==> config.mk <==
export PLATFORM = sky130hd
export DESIGN_NAME = pipe_hazard_ctrl_flat
export DESIGN_NICKNAME = d
export VERILOG_FILES = /design/src/rtl/pipe_hazard_ctrl_pkg.sv /design/src/rtl/pipe_hazard_ctrl_if.sv /design/src/rtl/pipe_hazard_ctrl_scoreboard.sv /design/src/rtl/pipe_hazard_ctrl.sv /design/src/flat_wrapper.sv
export SDC_FILE = /design/constraint.sdc
export NUM_CORES = 1
export LEC_CHECK = 0
export CAP_MARGIN = 20
export CORE_MARGIN = 2
export CORE_UTILIZATION = 25
export DETAILED_ROUTE_END_ITERATION = 16
export GPL_TIMING_DRIVEN = 0
export PLACE_DENSITY_LB_ADDON = 0.15
export SLEW_MARGIN = 0
export SYNTH_ARGS = -nofsm -noshare
export SYNTH_HDL_FRONTEND = slang
export SYNTH_SLANG_ARGS = --single-unit
==> constraint.sdc <==
create_clock -name clk -period 2.1 [get_ports clk]
set_input_delay 0.42 -clock clk [delete_from_list [all_inputs] [get_ports clk]]
set_output_delay 0.42 -clock clk [all_outputs]
set_load 0.03 [all_outputs]
==> src/rtl/pipe_hazard_ctrl_pkg.sv <==
// pipe_hazard_ctrl_pkg: shared types for the issue controller (package pipe_ctrl_pkg)
//   state_t    : issue FSM states RUN, STALL, DRAIN, HALTED
//   REG_W      : default register address width
//   ZERO_REG   : hardwired-zero register address, honoured when ZERO_REG_EN is defined
//   sb_entry_t : one scoreboard slot {valid, rd}
package pipe_ctrl_pkg;
  localparam int REG_W = 5;
  localparam logic [REG_W-1:0] ZERO_REG = '0;
  typedef enum logic [1:0] {RUN, STALL, DRAIN, HALTED} state_t;
  typedef struct packed {
    logic             valid;
    logic [REG_W-1:0] rd;
  } sb_entry_t;
endpackage

==> src/rtl/pipe_hazard_ctrl_if.sv <==
// pipe_hazard_ctrl_if: ID-stage operands, halt handshake and issue-control outputs
//   master : drives id_valid, id_rs1/2(_use), ID_WRegEn, ID_WReg1, halt_req
//   slave  : drives halt_ack, stall, bubble, issue, sb_busy, stall_cycles
interface pipe_hazard_ctrl_if #(parameter int REG_W = 5, parameter int CNT_W = 16);
  logic             id_valid;
  logic [REG_W-1:0] id_rs1;
  logic             id_rs1_use;
  logic [REG_W-1:0] id_rs2;
  logic             id_rs2_use;
  logic             ID_WRegEn;
  logic [REG_W-1:0] ID_WReg1;
  logic             halt_req;
  logic             halt_ack;
  logic             stall;
  logic             bubble;
  logic             issue;
  logic             sb_busy;
  logic [CNT_W-1:0] stall_cycles;
  modport master (
    output id_valid, id_rs1, id_rs1_use, id_rs2, id_rs2_use, ID_WRegEn, ID_WReg1, halt_req,
    input  halt_ack, stall, bubble, issue, sb_busy, stall_cycles
  );
  modport slave (
    input  id_valid, id_rs1, id_rs1_use, id_rs2, id_rs2_use, ID_WRegEn, ID_WReg1, halt_req,
    output halt_ack, stall, bubble, issue, sb_busy, stall_cycles
  );
endinterface

==> src/rtl/pipe_hazard_ctrl_scoreboard.sv <==
// hazard_scoreboard: DEPTH-deep shift chain of in-flight writes with RAW compare
//   clk, reset          : clock, synchronous active-high reset
//   push, push_rd       : issued instruction writes push_rd (enters slot 0)
//   id_valid, rs1/rs2   : ID-stage source operands and their use flags
//   hazard              : ID instruction reads a register still in flight
//   busy                : any slot valid
//   ZERO_REG_EN         : when defined, register 0 never enters or matches the chain
module hazard_scoreboard #(
  parameter int DEPTH = 3,
  parameter int REG_W = 5
) (
  input  logic             clk,
  input  logic             reset,
  input  logic             push,
  input  logic [REG_W-1:0] push_rd,
  input  logic             id_valid,
  input  logic [REG_W-1:0] rs1,
  input  logic             rs1_use,
  input  logic [REG_W-1:0] rs2,
  input  logic             rs2_use,
  output logic             hazard,
  output logic             busy
);
  import pipe_ctrl_pkg::*;
  sb_entry_t ent_q [DEPTH];
  sb_entry_t ent_d [DEPTH];
  logic push_ok, use1, use2, hit, any;
`ifdef ZERO_REG_EN
  assign push_ok = push & (push_rd != ZERO_REG);
  assign use1 = rs1_use & (rs1 != ZERO_REG);
  assign use2 = rs2_use & (rs2 != ZERO_REG);
`else
  assign push_ok = push;
  assign use1 = rs1_use;
  assign use2 = rs2_use;
`endif
  always_comb begin
    ent_d[0] = '{valid: push_ok, rd: push_ok ? push_rd : ZERO_REG};
    for (int k = 1; k < DEPTH; k++) ent_d[k] = ent_q[k-1];
  end
  always_comb begin
    hit = 1'b0;
    any = 1'b0;
    for (int k = 0; k < DEPTH; k++) begin
      any = any | ent_q[k].valid;
      hit = hit | (ent_q[k].valid & ((use1 & (ent_q[k].rd == rs1)) | (use2 & (ent_q[k].rd == rs2))));
    end
  end
  always_ff @(posedge clk)
    if (reset) for (int k = 0; k < DEPTH; k++) ent_q[k] <= '0;
    else ent_q <= ent_d;
  assign hazard = id_valid & hit;
  assign busy = any;
endmodule

==> src/rtl/pipe_hazard_ctrl.sv <==
// pipe_hazard_ctrl: issue/stall/bubble controller beside ID/EX with RAW scoreboard and halt/drain
//   clk, reset : clock, synchronous active-high reset
//   bus        : pipe_hazard_ctrl_if.slave (ID operands, halt_req in; halt_ack, stall,
//                bubble, issue, sb_busy, stall_cycles out)
//   ZERO_REG_EN: when defined, register 0 is hardwired zero and never causes a hazard
module pipe_hazard_ctrl #(
  parameter int DEPTH = 3,
  parameter int REG_W = 5,
  parameter int CNT_W = 16
) (
  input  logic clk,
  input  logic reset,
  pipe_hazard_ctrl_if.slave bus
);
  import pipe_ctrl_pkg::*;
  state_t state_q, state_d;
  logic [CNT_W-1:0] cnt_q, cnt_d;
  logic hazard, sb_busy, run_like, stall, issue;
  hazard_scoreboard #(.DEPTH(DEPTH), .REG_W(REG_W)) u_sb (
    .clk      (clk),
    .reset    (reset),
    .push     (issue & bus.ID_WRegEn),
    .push_rd  (bus.ID_WReg1),
    .id_valid (bus.id_valid),
    .rs1      (bus.id_rs1),
    .rs1_use  (bus.id_rs1_use),
    .rs2      (bus.id_rs2),
    .rs2_use  (bus.id_rs2_use),
    .hazard   (hazard),
    .busy     (sb_busy)
  );
  // halt_req beats hazard: it stops issue and is not counted as a hazard stall
  always_comb begin
    run_like = (state_q == RUN) | (state_q == STALL);
    stall = ~run_like | (run_like & bus.halt_req) | hazard;
    issue = bus.id_valid & ~stall;
    state_d = run_like ? (bus.halt_req ? DRAIN : hazard ? STALL : RUN) :
              (state_q == DRAIN) ? (sb_busy ? DRAIN : HALTED) :
              (bus.halt_req ? HALTED : RUN);
    cnt_d = (run_like & hazard & ~bus.halt_req & ~&cnt_q) ? cnt_q + CNT_W'(1) : cnt_q;
  end
  always_ff @(posedge clk)
    if (reset) begin
      state_q <= RUN;
      cnt_q <= '0;
    end else begin
      state_q <= state_d;
      cnt_q <= cnt_d;
    end
  assign bus.halt_ack = state_q == HALTED;
  assign bus.stall = stall;
  assign bus.bubble = stall | ~bus.id_valid;
  assign bus.issue = issue;
  assign bus.sb_busy = sb_busy;
  assign bus.stall_cycles = cnt_q;
endmodule

==> src/flat_wrapper.sv <==
// flat-port wrapper written by rule: the top's interface ports become plain ports
module pipe_hazard_ctrl_flat import pipe_ctrl_pkg::*;
#(
  parameter int DEPTH = 3,
  parameter int REG_W = 5,
  parameter int CNT_W = 16
)
  (clk, reset, bus_id_valid, bus_id_rs1, bus_id_rs1_use, bus_id_rs2, bus_id_rs2_use, bus_ID_WRegEn, bus_ID_WReg1, bus_halt_req, bus_halt_ack, bus_stall, bus_bubble, bus_issue, bus_sb_busy, bus_stall_cycles);
  pipe_hazard_ctrl_if #(.REG_W(REG_W), .CNT_W(CNT_W)) bus_i ();
  input  logic clk;
  input  logic reset;
  input wire logic [$bits(bus_i.id_valid)-1:0] bus_id_valid;
  input wire logic [$bits(bus_i.id_rs1)-1:0] bus_id_rs1;
  input wire logic [$bits(bus_i.id_rs1_use)-1:0] bus_id_rs1_use;
  input wire logic [$bits(bus_i.id_rs2)-1:0] bus_id_rs2;
  input wire logic [$bits(bus_i.id_rs2_use)-1:0] bus_id_rs2_use;
  input wire logic [$bits(bus_i.ID_WRegEn)-1:0] bus_ID_WRegEn;
  input wire logic [$bits(bus_i.ID_WReg1)-1:0] bus_ID_WReg1;
  input wire logic [$bits(bus_i.halt_req)-1:0] bus_halt_req;
  output wire logic [$bits(bus_i.halt_ack)-1:0] bus_halt_ack;
  output wire logic [$bits(bus_i.stall)-1:0] bus_stall;
  output wire logic [$bits(bus_i.bubble)-1:0] bus_bubble;
  output wire logic [$bits(bus_i.issue)-1:0] bus_issue;
  output wire logic [$bits(bus_i.sb_busy)-1:0] bus_sb_busy;
  output wire logic [$bits(bus_i.stall_cycles)-1:0] bus_stall_cycles;
  assign bus_i.id_valid = bus_id_valid;
  assign bus_i.id_rs1 = bus_id_rs1;
  assign bus_i.id_rs1_use = bus_id_rs1_use;
  assign bus_i.id_rs2 = bus_id_rs2;
  assign bus_i.id_rs2_use = bus_id_rs2_use;
  assign bus_i.ID_WRegEn = bus_ID_WRegEn;
  assign bus_i.ID_WReg1 = bus_ID_WReg1;
  assign bus_i.halt_req = bus_halt_req;
  assign bus_halt_ack = bus_i.halt_ack;
  assign bus_stall = bus_i.stall;
  assign bus_bubble = bus_i.bubble;
  assign bus_issue = bus_i.issue;
  assign bus_sb_busy = bus_i.sb_busy;
  assign bus_stall_cycles = bus_i.stall_cycles;
  pipe_hazard_ctrl #(.DEPTH(DEPTH), .REG_W(REG_W), .CNT_W(CNT_W)) u_core (.clk(clk), .reset(reset), .bus(bus_i));
endmodule
==> metrics.yaml <==
cts:
  hold_buffers: 0
  path_clk_slew_ns: 0.07
  htree_levels: 2
  cts_buffers: 5
  clk_latency_ns: 0.29
  clockBufferDepth: 2
  clockRootBuffer: "clkbuf_8"
  cts_sinks: 36
  cts_tree: "built"
timing:
  max_clock_freq_mhz: 432
  final-setup-viol-count: 11
  holdWs_ns: 0.496
  period_share: 1.10
  hold_violations: 0
  post-route-min-period_ns: 2.31
  setup_ws_ns: -0.213
  clock_skew_ns: 0.00692
  max_slew_margin: 0.663
  tns_ns: -1.08
  rsz0062_at_grt: "true"
  report.final.slew_viol_count: 0
  tightest_slew_ns: 0.506
yosys:
  synthCells: 208
  synth_compound_area_frac: 0.0871
  ys_warn_count: 0
  syn-num-nets: 231
  yosys_most_used_dff: "dfxtp_1"
  synth.area.top_cells: "dfxtp_1 38%, xor2_1 7.4%, xnor2_1 6.9%"
  syn_area_per_cell_um2: 9.12
  synth_top_area_share: 0.380
  synth_area_leader_cell: "dfxtp_1"
  synth_cell_types: 45
  synth_fa_ha_area_frac: 0.00660
  synth_area_um2: 1900
  synth_xor_area_frac: 0.143
  ys_ff_latch: 36
  yosys.area_share.simple: 0.308
  synth_edf_count: 0
  synth_top_family_by_area: "simple AND/OR/NAND/NOR gates"
  synth_mux_area_frac: 0.0416
  yosysSeqAreaShare: 0.380
  async_flop_share: 0
worst_setup_path:
  cpMostUsedCell: "buf_6"
  worstPathRequired_ns: 1.68
  crit_arrival_ns: 1.89
  crit_path_cell_trace: "dlygate4sd2_1 > xnor2_1 > nand4_1 > o22ai_2 > and2_4 > nor2_4 > buf_6 > o21ai_2 > buf_6"
  r2r-end: "u_core.bus.stall_cycles[9]$_SDFFE_PP0P_"
  rrSetupSlack_ns: -0.08
  path_class: "input port to output pin"
  r2r-start: "u_core.u_sb.ent_d[8]$_SDFF_PP0_"
  worst_setup_path_start_kind: "input port"
  reg2reg_depth: 9
  worst-path-max-fanout: 3
  critPathMaxStageDelay_ns: 0.29
  end_kind: "output pin"
  crit_slowest_cell: "dlygate4sd2_1"
global_route:
  grtUsageTotal: 0.128
  grt_pass1_wl_um: 8540
  grt_overflow: 0
  grt_antenna_before_repair: 0
  grt_max_degree: 12
  grt_pass1_vias: 1729
drt:
  route.antenna.remaining_nets: 0
  drtPass1Iterations: 4
  drc: 0
  dr.max_layer_used: "met4"
  vias: 1717
  drt-vias-per-instance: 4.59
  detail_route.wirelength_um: 5170
  drt-initial-drc-count: 57
  wl_met2_um: 2330
  post_drt_wl_per_cell_um: 13.8
  met3_length_um: 171
  met1_length_um: 2600
final_layout:
  final_cell_mix: "28 x clkdlybuf4s50_1, 27 x dfxtp_1, 20 x nor2b_1"
  n_antenna_cell: 0
  final_cell_area_um2: 2950
  fin_util: 0.405
  drive_gt1_frac: 0.356
  layout_commonest_cell: "clkdlybuf4s50_1"
  post_layout_nonfiller_instances: 374
  area_delta_synth_final_pct: 55.5
  fillers: 761
  final_nets: 297
floorplan:
  floorplan.die.height_um: 91.1
  rows: 31
  die_area_um2: 8300
  coreArea_um2: 7290
  initial_core_util: 0.260
  die_x_um: 91.1
  io_pins: 43
power:
  p_leak_nw: 1.13
  p_total_mw: 1.38
  ir_drop_mv: 0.172
  pwr_density_cell_nw_per_um2: 467
job:
  cap_viol_max_count: 0
status:
  status: "finished, violations left"
  violations: "negative setup slack"
placement:
  place_ws_ns: -1.17
  place_inst: 349
  hpwlAfterDp_um: 3540
  postPlaceCellArea_um2: 2450
  io_buffers: 42
  gp_congestion: 0.827
hold_path:
  hold_start: "u_core.u_sb.ent_d[2]$_SDFF_PP0_"
  hold-path-cell-count: 1
  whs_endpoint: "u_core.u_sb.ent_q[2]$_SDFF_PP0_"
  min_path_type: "register to register"
==> cell usage after synthesis, drive strengths merged (5+ instances only) <==
cell	number
o21ai	5
nor2	17
nor2b	20
nand4	11
and2	8
xor2	16
nand2	9
a21oi	8
xnor2	15
nand3	6
nor3	8
dfxtp	36
mux2	7
==> logic make-up (layout without fill, tap and decap cells) <==
logic type | after synthesis | after routing
DFF | 36 | 36
and+or+nand+nor | 100 | 100
muxes | 7 | 7
AOI/OAI and AO/OA | 23 | 23
xor gates and xnor gates | 31 | 31
buffers and inverters | 10 | 77
adders and majority gates | 1 | 1
==> area by class of cell <==
class	instances	area (µm²)	area share
multi-input cells	162	1370	0.464
flip-flops and latches	36	732	0.248
repair buffers	59	568	0.193
well taps	99	124	0.0420
clock buffers	6	82.6	0.0280
plain buffers	6	51.3	0.0174
inverters	4	15.0	0.00509
clock inverters	2	10.0	0.00339
==> metal layers <==
| metal | track usage | up-vias |
|---|---|---|
| met5 | 0 | - |
| met4 | 0.0455 | 0 |
| met3 | 0.0332 | 5 |
| met2 | 0.193 | 31 |
| met1 | 0.177 | 816 |
| li1 | - | 865 |
==> timing repair <==
item	in CTS	in global routing
gates resized for setup	71	53
setup buffers	14	9
setup endpoints to repair	25	25
cloned	0	1
pin swaps	24	23
==> where the power goes <==
group / switching [mW] / total (mW) / internal, mW / leakage (nW)
Clock: 0.261 / 0.523 / 0.262 / 0.0510
Sequential: 0.00671 / 0.695 / 0.688 / 0.295
Combinational: 0.0843 / 0.161 / 0.0769 / 0.781
==> how the worst max path moves through the flow <==
stage | start | endpoint
after global placement | bus_id_rs1[3] | bus_stall
after global routing | u_core.u_sb.ent_d[3]$_SDFF_PP0_ | bus_stall
after floorplan | bus_id_rs2[3] | bus_stall
after CTS | u_core.u_sb.ent_d[6]$_SDFF_PP0_ | bus_stall
after detailed placement | bus_id_rs1[3] | bus_stall
final | bus_id_rs2[2] | bus_stall
==> registers in the layout (all words and copies together) (netlist names) <==
name and cells:
u_core.u_sb.ent_q 6, u_core.bus.stall_cycles 16, u_core.u_sb.ent_d 12, u_core.state_q 2
==> critical path: cells and delay by family <==
family | cells | cell delay, ns
buf+inv | 3 | 0.55
simple gates | 3 | 0.40
compound gates | 2 | 0.32
xor+xnor | 1 | 0.20
Power figures use the tool's default switching activity.
